File: src/rtl/store_merge_unit.sv
// Store path into a word-wide data memory without byte enables.
// Word stores write directly; byte/halfword stores read-modify-write the containing word.
module store_merge_unit #(
  parameter int unsigned ADDR_WIDTH = 32,
  parameter int unsigned MAX_WAIT   = 255
) (
  input  logic                  clk,
  input  logic                  rst_n,
  input  logic                  StoreReq,
  input  logic [ADDR_WIDTH-1:0] Addr,
  input  logic [31:0]           StoreData,
  input  logic [1:0]            StoreSelector,
  output logic [ADDR_WIDTH-1:0] MemAddr,
  output logic                  MemRead,
  output logic                  MemWrite,
  output logic [31:0]           MemWdata,
  input  logic [31:0]           MemRdata,
  input  logic                  MemReady,
  output logic                  Busy,
  output logic                  Done,
  output logic                  Misaligned,
  output logic                  Timeout
);

  localparam int unsigned DATA_W = 32;
  localparam int unsigned HALF_W = 16;
  localparam int unsigned CNT_W  = (MAX_WAIT < 2) ? 1 : $clog2(MAX_WAIT);

  localparam logic [1:0] SEL_BYTE = 2'b00;
  localparam logic [1:0] SEL_HALF = 2'b01;
  localparam logic [1:0] SEL_WORD = 2'b10;

  // Last count value before the wait budget is exhausted.
  localparam logic [CNT_W-1:0] CNT_LAST = CNT_W'(MAX_WAIT - 1);

  typedef enum logic [2:0] {
    S_IDLE,
    S_READ,
    S_MERGE,
    S_WRITE,
    S_DONE
  } state_e;

  state_e                  state_q, state_d;
  logic [ADDR_WIDTH-1:0]   maddr_q, maddr_d;
  logic [1:0]              lane_q, lane_d;
  logic [HALF_W-1:0]       data_q, data_d;
  logic                    half_q, half_d;
  logic [DATA_W-1:0]       buf_q, buf_d;
  logic [DATA_W-1:0]       wdata_q, wdata_d;
  logic [CNT_W-1:0]        cnt_q, cnt_d;
  logic                    rd_q, rd_d;
  logic                    wr_q, wr_d;
  logic                    busy_q, busy_d;
  logic                    done_q, done_d;
  logic                    mis_q, mis_d;
  logic                    tmo_q, tmo_d;

  logic                    misalign;
  logic [DATA_W-1:0]       merged;

  // Alignment check on the live request inputs.
  always_comb begin
    misalign = 1'b0;
    unique case (StoreSelector)
      SEL_BYTE: misalign = 1'b0;
      SEL_HALF: misalign = Addr[0];
      SEL_WORD: misalign = |Addr[1:0];
      default:  misalign = 1'b1;
    endcase
  end

  // Replace the addressed lane(s) of the read-back word.
  always_comb begin
    merged = buf_q;
    if (half_q) begin
      merged[{lane_q[1], 4'b0000} +: HALF_W] = data_q;
    end else begin
      merged[{lane_q, 3'b000} +: 8] = data_q[7:0];
    end
  end

  always_comb begin
    state_d = state_q;
    maddr_d = maddr_q;
    lane_d  = lane_q;
    data_d  = data_q;
    half_d  = half_q;
    buf_d   = buf_q;
    wdata_d = wdata_q;
    cnt_d   = cnt_q;
    mis_d   = 1'b0;
    tmo_d   = 1'b0;

    unique case (state_q)
      S_IDLE: begin
        if (StoreReq) begin
          maddr_d = {Addr[ADDR_WIDTH-1:2], 2'b00};
          lane_d  = Addr[1:0];
          data_d  = StoreData[HALF_W-1:0];
          half_d  = (StoreSelector == SEL_HALF);
          cnt_d   = '0;
          if (misalign) begin
            mis_d   = 1'b1;
            state_d = S_DONE;
          end else if (StoreSelector == SEL_WORD) begin
            wdata_d = StoreData;
            state_d = S_WRITE;
          end else begin
            state_d = S_READ;
          end
        end
      end

      S_READ: begin
        if (MemReady) begin
          buf_d   = MemRdata;
          state_d = S_MERGE;
        end else if (cnt_q == CNT_LAST) begin
          tmo_d   = 1'b1;
          state_d = S_DONE;
        end else begin
          cnt_d = cnt_q + CNT_W'(1);
        end
      end

      S_MERGE: begin
        wdata_d = merged;
        cnt_d   = '0;
        state_d = S_WRITE;
      end

      S_WRITE: begin
        if (MemReady) begin
          state_d = S_DONE;
        end else if (cnt_q == CNT_LAST) begin
          tmo_d   = 1'b1;
          state_d = S_DONE;
        end else begin
          cnt_d = cnt_q + CNT_W'(1);
        end
      end

      S_DONE: begin
        state_d = S_IDLE;
      end

      default: begin
        state_d = S_IDLE;
      end
    endcase

    // Strobes and status follow the state being entered, so they are registered.
    rd_d   = (state_d == S_READ);
    wr_d   = (state_d == S_WRITE);
    busy_d = (state_d != S_IDLE);
    done_d = (state_d == S_DONE);
  end

  always_ff @(posedge clk) begin
    if (!rst_n) begin
      state_q <= S_IDLE;
      maddr_q <= '0;
      lane_q  <= '0;
      data_q  <= '0;
      half_q  <= 1'b0;
      buf_q   <= '0;
      wdata_q <= '0;
      cnt_q   <= '0;
      rd_q    <= 1'b0;
      wr_q    <= 1'b0;
      busy_q  <= 1'b0;
      done_q  <= 1'b0;
      mis_q   <= 1'b0;
      tmo_q   <= 1'b0;
    end else begin
      state_q <= state_d;
      maddr_q <= maddr_d;
      lane_q  <= lane_d;
      data_q  <= data_d;
      half_q  <= half_d;
      buf_q   <= buf_d;
      wdata_q <= wdata_d;
      cnt_q   <= cnt_d;
      rd_q    <= rd_d;
      wr_q    <= wr_d;
      busy_q  <= busy_d;
      done_q  <= done_d;
      mis_q   <= mis_d;
      tmo_q   <= tmo_d;
    end
  end

  assign MemAddr    = maddr_q;
  assign MemRead    = rd_q;
  assign MemWrite   = wr_q;
  assign MemWdata   = wdata_q;
  assign Busy       = busy_q;
  assign Done       = done_q;
  assign Misaligned = mis_q;
  assign Timeout    = tmo_q;

endmodule

File: config.mk
export PLATFORM = sky130hd
export DESIGN_NAME = store_merge_unit
export DESIGN_NICKNAME = d
export VERILOG_FILES = /design/src/rtl/store_merge_unit.sv
export SDC_FILE = /design/constraint.sdc
export NUM_CORES = 1
export LEC_CHECK = 0
export CAP_MARGIN = 20
export CORE_MARGIN = 3
export CORE_UTILIZATION = 30
export CTS_CLUSTER_DIAMETER = 80
export DETAILED_ROUTE_END_ITERATION = 10
export RECOVER_POWER = 50
export SYNTH_ARGS = -nofsm -noshare
export SYNTH_HDL_FRONTEND = slang
export SYNTH_SLANG_ARGS = --single-unit
export TNS_END_PERCENT = 5
File: constraint.sdc
create_clock -name clk -period 5.6 [get_ports clk]
set_input_delay 1.12 -clock clk [delete_from_list [all_inputs] [get_ports clk]]
set_output_delay 1.12 -clock clk [all_outputs]
set_load 0.02 [all_outputs]
==> results of run 1 <==
through the flow:
step | hold WS, ns | setup slack (ns) | std cells | utilization, % | area, sq um
after detailed placement | 0.457 | 1.44 | 1085 | 40.1 | 7860
after floorplan | 0.443 | 3.03 | 700 | - | 6010
after global routing | 0.483 | 1.32 | 1117 | 43.2 | 8460
final | 0.459 | 1.74 | 1117 | 43.2 | 8460
after CTS | 0.464 | 1.88 | 1117 | 43.2 | 8470
after global placement | 0.449 | 1.47 | 1084 | 40.1 | 7860
critical path, stage by stage:
cell                       delay [ns]
sky130_fd_sc_hd__clkbuf_1        1.53
sky130_fd_sc_hd__clkbuf_2        1.09
sky130_fd_sc_hd__o221ai_1        0.28
sky130_fd_sc_hd__nor2_1          0.15
cells in the mapped netlist, types with 2 or more instances:
master / n
sky130_fd_sc_hd__a21boi_0: 76
sky130_fd_sc_hd__a21boi_1: 6
sky130_fd_sc_hd__a21oi_1: 29
sky130_fd_sc_hd__a221o_1: 24
sky130_fd_sc_hd__a221oi_1: 8
sky130_fd_sc_hd__a31o_2: 2
sky130_fd_sc_hd__a41o_1: 2
sky130_fd_sc_hd__buf_2: 8
sky130_fd_sc_hd__buf_4: 2
sky130_fd_sc_hd__buf_6: 3
sky130_fd_sc_hd__clkbuf_1: 46
sky130_fd_sc_hd__dfxtp_1: 130
sky130_fd_sc_hd__ha_1: 7
sky130_fd_sc_hd__inv_1: 10
sky130_fd_sc_hd__mux2i_1: 24
sky130_fd_sc_hd__nand2_1: 168
sky130_fd_sc_hd__nand2b_1: 2
sky130_fd_sc_hd__nand3_1: 27
sky130_fd_sc_hd__nand4_1: 4
sky130_fd_sc_hd__nor2_1: 15
sky130_fd_sc_hd__nor2b_1: 6
sky130_fd_sc_hd__nor4bb_1: 2
sky130_fd_sc_hd__o21a_1: 2
sky130_fd_sc_hd__o21ai_0: 26
sky130_fd_sc_hd__o21ai_1: 8
sky130_fd_sc_hd__o221ai_1: 2
sky130_fd_sc_hd__o221ai_2: 6
sky130_fd_sc_hd__o311ai_0: 24
sky130_fd_sc_hd__or3_1: 6
sky130_fd_sc_hd__or4b_1: 2
cells in the final DEF, fill, tap and decap left out, drive strengths merged, types with 3 or more instances in the layout:
cell and instances:
nand2 168, dfxtp 130, clkdlybuf4s50 110, a21boi 82, dlygate4sd3 58, o21ai 34, a21oi 29, nand3 27
mux2i 24, a221o 24, o311ai 24, clkbuf 24, nor2 15, inv 10, buf 10, a221oi 8
o221ai 8, ha 7, or3 6, nor2b 6, clkinv 6, nand4 4, bufinv 3, or4b 3
sequential cells by signal, summed over array words and instances, names as in the netlist, 2 cells and up:
name      cells
MemAddr      30
MemWdata     32
buf_q        32
cnt_q         8
data_q       16
lane_q        2
state_q       3
routing by layer:
| layer | track usage (%) | part of all wire (%) | vias to the layer above |
|---|---|---|---|
| met5 | 0 | 0 | - |
| met4 | 6.15 | 1.5 | 0 |
| met3 | 5.24 | 7.6 | 17 |
| met2 | 26.9 | 45 | 180 |
| met1 | 24.5 | 46 | 2654 |
| li1 | - | - | 2800 |
how the worst max path moves through the flow:
stage,startpoint,endpoint,slack (ns),cells past startpoint
after floorplan,Addr[0],MemWdata[2]$_SDFFE_PN0P_,3.03,6
after global placement,Addr[0],MemWdata[12]$_SDFFE_PN0P_,1.47,6
after detailed placement,Addr[0],MemWdata[20]$_SDFFE_PN0P_,1.44,6
after CTS,Addr[0],MemWdata[25]$_SDFFE_PN0P_,1.88,6
after global routing,rst_n,MemWdata[0]$_SDFFE_PN0P_,1.32,4
final,rst_n,MemWdata[1]$_SDFFE_PN0P_,1.74,4
final cells by class:
class / count / area (sq um) / area share [%]
clock buffer: 22 / 474 / 5.60
multi-input combinational: 500 / 3120 / 36.9
tap: 265 / 332 / 3.92
sequential: 130 / 2600 / 30.8
clock inverter: 10 / 131 / 1.55
timing repair buffer: 180 / 1760 / 20.8
inverter: 10 / 37.5 / 0.444
cells by family after synthesis:
kind of cell / share of synthesized area, %
and+or+nand+nor: 17.9
AOI/OAI and AO/OA: 28.1
DFF: 43.3
buffers and inverters: 5.04
muxes: 4.00
adders and majority gates: 1.46
other: 0.0624
xor gates and xnor gates: 0.146
power by group through the flow:
stage,clock [W],sequential [W],combinational (W)
after floorplan,0,0.00112,0.000254
after global placement,0,0.00109,0.000558
final,0.00113,0.00107,0.000544
after CTS,0.00116,0.00107,0.000563
after global routing,0.00120,0.00108,0.000594
after detailed placement,0,0.00109,0.000561
==> results.md, run 1 <==
| Stage | Metric | Reported |
|:---|:---|:---|
| finish | Syn-to-layout area delta | 40.8% |
| yosys | Number of different library cells in the post-synthesis netlist | 52 |
| power | P_leak | 3.07 nW |
| grt | Pin count of the biggest net entering global routing | 63 |
| yosys | Cell types with the largest area share after synthesis | sky130_fd_sc_hd__dfxtp_1 (43%), sky130_fd_sc_hd__nand2_1 (10%), sky130_fd_sc_hd__a21boi_0 (9.5%) |
| cts | Clock-pin slew reported for the worst setup and hold paths after clock tree synthesis | 0.06 ns |
| floorplanning | Die ar. | 0.0218 sq mm |
| setup path | Critical path endpoint category | flip-flop |
| power | Sw power | 0.000777 W |
| worst hold path | Hold Crit Start | MemAddr[29]$_SDFFE_PN0P_ |
| power | Max rail drop VDD | 228 uV |
| drt | DR vias | 5,651 |
| setup path | Slack of the worst reg-to-reg path | 2.77 ns |
| floorplanning | Die outline width | 148 microns |
| floorplanning | Placement row count | 51 |
| worst hold path | Hold Crit Endpoint | MemAddr[29]$_SDFFE_PN0P_ |
| sta | Setup repair after global routing missed its margin | no |
| grt | Wire length of the first global-routing pass | 30.5 mm |
| sta | Setup TNS | 0 ns |
| drt | Wire length reported by the detailed router | 19.5 mm |
| setup path | Category of the worst setup path launch point | primary input |
| cts | Count of buffers added by post-CTS timing repair for setup | 0 |
| power | Portion of total power attributed to combinational logic | 19.8% |
| power | Power, Total | 0.00275 W |
| cts | Post-CTS Hold Fix Bufs | 0 |
| setup path | Endpoint of the lowest-slack register-to-register path | MemWdata[25]$_SDFFE_PN0P_ |
| place | Dpl hpwl | 13.4 mm |
| setup path | Critical path arrival | 4.22 ns |
| cts | CTS Sinks | 130 |
| cts | Insertion delay of the later-clocked pin in the worst-skew pair | 0.42 ns |
| floorplanning | Num ports | 172 |
| yosys | Post-synth EDFFs | 0 |
| outcome | Violated checks | max-capacitance violations, max-slew violations |
| grt | Total overflow reported by the global router | 0 |
| sta | Number of hold-slack violations in the final timing report | 0 |
| setup path | Startpoint of the most critical register-to-register path | lane_q[1]$_SDFFE_PN0P_ |
| grt | Vias in the first global route | 5,358 |
| sta | Worst-case headroom to the max-slew limit | -45.5% |
| cts | Number of H-tree branching levels | 4 |
| yosys | Avg Cell Area, Syn | 8.60 sq um |
| power | P per Cell Area | 325 mW/mm^2 |
| drt | Residual antenna-violating net count after detailed routing | 0 |
| sta | Transition time at the pin with the least slew margin | 2.18 ns |
| floorplanning | Die span in y | 148 microns |
| finish | FILL cells | 1,967 |
| setup path | Worst endpoint required time | 5.96 ns |
| finish | Number of nets in the layout | 948 |
| setup path | Worst reg2reg path depth | 8 |
| sta | Post-layout minimum cycle time | 3.86 ns |
| power | Share of total power consumed by net switching | 28.3% |
| cts | Number of buffers created by CTS | 17 |
| grt | Number of antenna violations at the first check in global routing | 0 |
| place | RePlAce Congestion | 0.790 |
| finish | Layout cell share with drive strength beyond 1 | 6.57% |
| yosys | Register bit total from synthesis | 130 |
| setup path | Maximum net fanout on the critical path | 62 |
| sta | Fmax | 259 MHz |
| drt | DR vias/cell | 5.06 |
| sta | Total count of max-transition violations in the final report | 60 |
| drt | Routed wirelength normalized by instance count | 17.4 microns |
| yosys | Share of synthesized area occupied by flip-flops and latches | 43.3% |
| yosys | Yosys Warn Count | 0 |
| power | Relative contribution of the clock network to total power | 41.3% |
| yosys | Netlist area before placement | 0.00601 sq mm |
| cts | Count of cells resized by post-cts repair | 0 |
| yosys | Gate count of the mapped netlist | 699 |
| floorplanning | Starting Density | 30.7% |
| yosys | Share of the synthesized area in the top cell type | 43.3% |
| outcome | Outcome | finished, violations left |
| yosys | Cell accounting for the most synthesized area | sky130_fd_sc_hd__dfxtp_1 |
| power | Internal power | 0.00197 W |
| setup path | Crit path kind | primary input to flip-flop |
| sta | Worst setup skew after layout | 0.00744 ns |
| place | Number of I/O port buffers | 169 |
| cts | Clock tree root buffer cell | sky130_fd_sc_hd__clkbuf_16 |
| drt | Detailed-routing iteration count for the pre-antenna-repair pass | 4 |
| finish | Antenna diode count | 0 |
| drt | Post-route DRC violation count | 0 |
| job | Number of max-cap violations | 1 |
| cts | CTS tree | built |
| cts | Maximum buffer depth of the clock tree | 2 |
| yosys | Post-synth top flop | sky130_fd_sc_hd__dfxtp_1 |
| sta | Number of setup violations in the final report | 0 |
| worst hold path | Hold-critical path depth | 2 |
| grt | Global routing usage summed across all routing layers | 17.9% |
| yosys | Share of flip-flops with an asynchronous set or reset | 0% |
| worst hold path | Worst min-delay path class | flip-flop to flip-flop |
| sta | Final worst path period share | 68.9% |
| drt | Violation count after the first detailed-route iteration | 410 |
| floorplanning | Core Area | 0.0196 sq mm |
| power | Sequential fraction of design power | 38.9% |
Note: power is estimated with default switching activity, not from simulation.
==> inputs of run 2 (changes only) <==
Clock period 5.6 ns to 3.4 ns, I/O delays scaled along.
==> run 2 against run 1 <==
  * Non-clock buffer count rose by 8
  * Die area did not move
  * Routed wire length rose by 2.4%
  * Global-route usage rose by 0.42 points
  * Critical endpoint is now MemRead$_SDFF_PN0_
  * Sequential power rose by 64%
  * Clock power rose by 77%
  * The flow now finishes without violations
  * Largest cell class unchanged
  * Utilization rose by 0.56 points
  * Critical path depth rose by 2
==> results.md, run 2 (synthesis results as in run 1) <==
| Stage | Metric | Reported | Change |
|:---|:---|:---|:---|
| drt | DR vias/cell | 5.14 | +1.5% |
| cts | CTS tree | built |  |
| floorplanning | Num ports | 172 | unchanged |
| drt | Post-route DRC violation count | 0 | unchanged |
| cts | Number of H-tree branching levels | 4 | unchanged |
| sta | Transition time at the pin with the least slew margin | 0.786 ns | -1.40 ns |
| sta | Post-route worst setup slack | 0.790 ns | -0.951 ns |
| power | Max rail drop VDD | 382 uV | +68% |
| drt | Violation count after the first detailed-route iteration | 438 | +6.8% |
| setup path | Slack of the worst reg-to-reg path | 0.98 ns | -1.79 ns |
| power | Sequential fraction of design power | 37.8% | -1.1 points |
| place | RePlAce Congestion | 0.812 | +2.7% |
| sta | Final worst path period share | 76.8% |  |
| cts | Insertion delay of the later-clocked pin in the worst-skew pair | 0.42 ns | about the same |
| floorplanning | Placement row count | 51 | unchanged |
| sta | Setup repair after global routing missed its margin | no |  |
| finish | Layout cell share with drive strength beyond 1 | 7.56% | +0.99 points |
| cts | Clock tree root buffer cell | sky130_fd_sc_hd__clkbuf_16 |  |
| place | Worst Setup Slack post-DPL | 0.563 ns | -0.876 ns |
| worst hold path | Hold-critical path depth | 2 | unchanged |
| power | Sw power | 0.00130 W | +67% |
| sta | Total count of max-transition violations in the final report | 0 | -100% |
| sta | Number of hold-slack violations in the final timing report | 0 | unchanged |
| cts | Number of buffers created by CTS | 17 | unchanged |
| power | P_leak | 3.14 nW | +2.5% |
| grt | Vias in the first global route | 5,516 | +2.9% |
| cts | CTS Sinks | 130 | unchanged |
| floorplanning | Core Area | 0.0196 sq mm | unchanged |
| finish | Leading cell types in the layout, fill and taps excluded | sky130_fd_sc_hd__nand2_1 (168), sky130_fd_sc_hd__dfxtp_1 (130), sky130_fd_sc_hd__clkdlybuf4s50_1 (103) |  |
| sta | Setup TNS | 0 ns | unchanged |
| cts | Post-CTS Hold Fix Bufs | 0 | unchanged |
| setup path | Launching instance or port of the critical path | StoreReq |  |
| worst hold path | Worst min-delay path class | flip-flop to flip-flop |  |
| worst hold path | Hold Crit Start | MemAddr[5]$_SDFFE_PN0P_ |  |
| sta | Worst setup skew after layout | 0.00739 ns | -0.0000526 ns |
| floorplanning | Starting Density | 30.7% | unchanged |
| sta | Worst-case headroom to the max-slew limit | 47.5% | +93 points |
| drt | Wire length reported by the detailed router | 20.0 mm | +2.4% |
| power | Internal power | 0.00337 W | +71% |
| sta | Number of setup violations in the final report | 0 | unchanged |
| finish | Syn-to-layout area delta | 42.6% |  |
| cts | Count of buffers added by post-CTS timing repair for setup | 0 | unchanged |
| place | Number of I/O port buffers | 169 | unchanged |
| finish | Cell area after layout | 0.00857 sq mm | +1.3% |
| place | Placed Area | 0.00794 sq mm | +0.95% |
| grt | Global routing usage summed across all routing layers | 18.3% | +0.42 points |
| cts | Clock-pin slew reported for the worst setup and hold paths after clock tree synthesis | 0.06 ns | about the same |
| power | P per Cell Area | 544 mW/mm^2 | +67% |
| setup path | Category of the worst setup path launch point | primary input |  |
| finish | Leading cell type in the layout, fill and taps excluded | sky130_fd_sc_hd__nand2_1 |  |
| grt | Total overflow reported by the global router | 0 | unchanged |
| drt | Routed wirelength normalized by instance count | 17.7 microns | +1.6% |
| setup path | Critical path endpoint category | flip-flop |  |
| setup path | Startpoint of the most critical register-to-register path | state_q[1]$_SDFF_PN0_ |  |
| setup path | Worst reg2reg path depth | 5 | -3 |
| floorplanning | Die ar. | 0.0218 sq mm | unchanged |
| finish | Fraction of the core area covered by cells at the end of the flow | 43.8% | +0.56 points |
| cts | Maximum buffer depth of the clock tree | 2 | unchanged |
| drt | DR vias | 5,783 | +2.3% |
| power | Portion of total power attributed to combinational logic | 19.4% | -0.4 points |
| power | Relative contribution of the clock network to total power | 42.8% | +1.5 points |
| setup path | Maximum net fanout on the critical path | 33 | -47% |
| setup path | Worst endpoint required time | 3.76 ns | -2.20 ns |
| power | Share of total power consumed by net switching | 27.8% | -0.47 points |
| job | Number of max-cap violations | 0 | -1 |
| grt | Wire length of the first global-routing pass | 31.1 mm | +2.1% |
| setup path | Crit path kind | primary input to flip-flop |  |
| cts | Count of cells resized by post-cts repair | 0 | unchanged |
| grt | Pin count of the biggest net entering global routing | 55 | -13% |
| drt | Residual antenna-violating net count after detailed routing | 0 | unchanged |
| floorplanning | Die span in y | 148 microns | unchanged |
| grt | Number of antenna violations at the first check in global routing | 1 | +1 |
| sta | Post-layout minimum cycle time | 2.61 ns |  |
| outcome | Outcome | finished clean |  |
| place | Dpl hpwl | 13.6 mm | +1.7% |
| setup path | Critical path arrival | 2.97 ns | -1.25 ns |
| floorplanning | Die outline width | 148 microns | unchanged |
| drt | Detailed-routing iteration count for the pre-antenna-repair pass | 5 | +1 |
| sta | Fmax | 383 MHz |  |
| finish | Number of nets in the layout | 956 | +0.84% |
run 2: metrics by stage:
stage	hold slack, ns	std cells	power, W
final	0.455	1126	0.00466
after global routing	0.481	1126	0.00487
after CTS	0.463	1125	0.00474
after detailed placement	0.456	1093	0.00273
after global placement	0.450	1093	0.00273
after floorplan	0.443	700	0.00227
run 2: power groups by stage:
stage | Sequential [W] | Combinational (W) | Clock, W
after floorplan | 0.00185 | 0.000419 | 0
after global placement | 0.00180 | 0.000933 | 0
after detailed placement | 0.00180 | 0.000937 | 0
after CTS | 0.00177 | 0.000941 | 0.00203
after global routing | 0.00178 | 0.000985 | 0.00211
final | 0.00176 | 0.000904 | 0.00200
run 2: layer usage:
layer	part of all wire [%]	track usage [%]	vias up	routed length [microns]
met5	0	0	-	0
met4	1.3	5.03	0	256
met3	8.7	5.61	18	1740
met2	44	27.0	253	8840
met1	46	25.9	2697	9120
li1	-	-	2815	-
run 2: worst paths after layout:
check	end
worst max-delay path	MemRead$_SDFF_PN0_
worst min-delay path	MemAddr[5]$_SDFFE_PN0P_
worst max register to register	MemRead$_SDFF_PN0_
worst min register to register	MemAddr[5]$_SDFFE_PN0P_
run 2: critical path, cell delays in order:
cell and delay [ns]:
sky130_fd_sc_hd__dlygate4sd3_1 0.62, sky130_fd_sc_hd__nor4b_1 0.45, sky130_fd_sc_hd__clkbuf_2 0.65, sky130_fd_sc_hd__nand3_1 0.15
sky130_fd_sc_hd__a31o_2 0.31, sky130_fd_sc_hd__nor2b_1 0.10
run 2: layout make-up:
class | instances | area, sq um
Clock inverter | 9 | 150
Clock buffer | 23 | 498
Fill cell | 1927 | 11000
Timing Repair Buffer | 188 | 1840
Inverter | 10 | 37.5
Multi-Input combinational cell | 500 | 3110
Tap cell | 265 | 332
Antenna cell | 1 | 2.50
Sequential cell | 130 | 2600
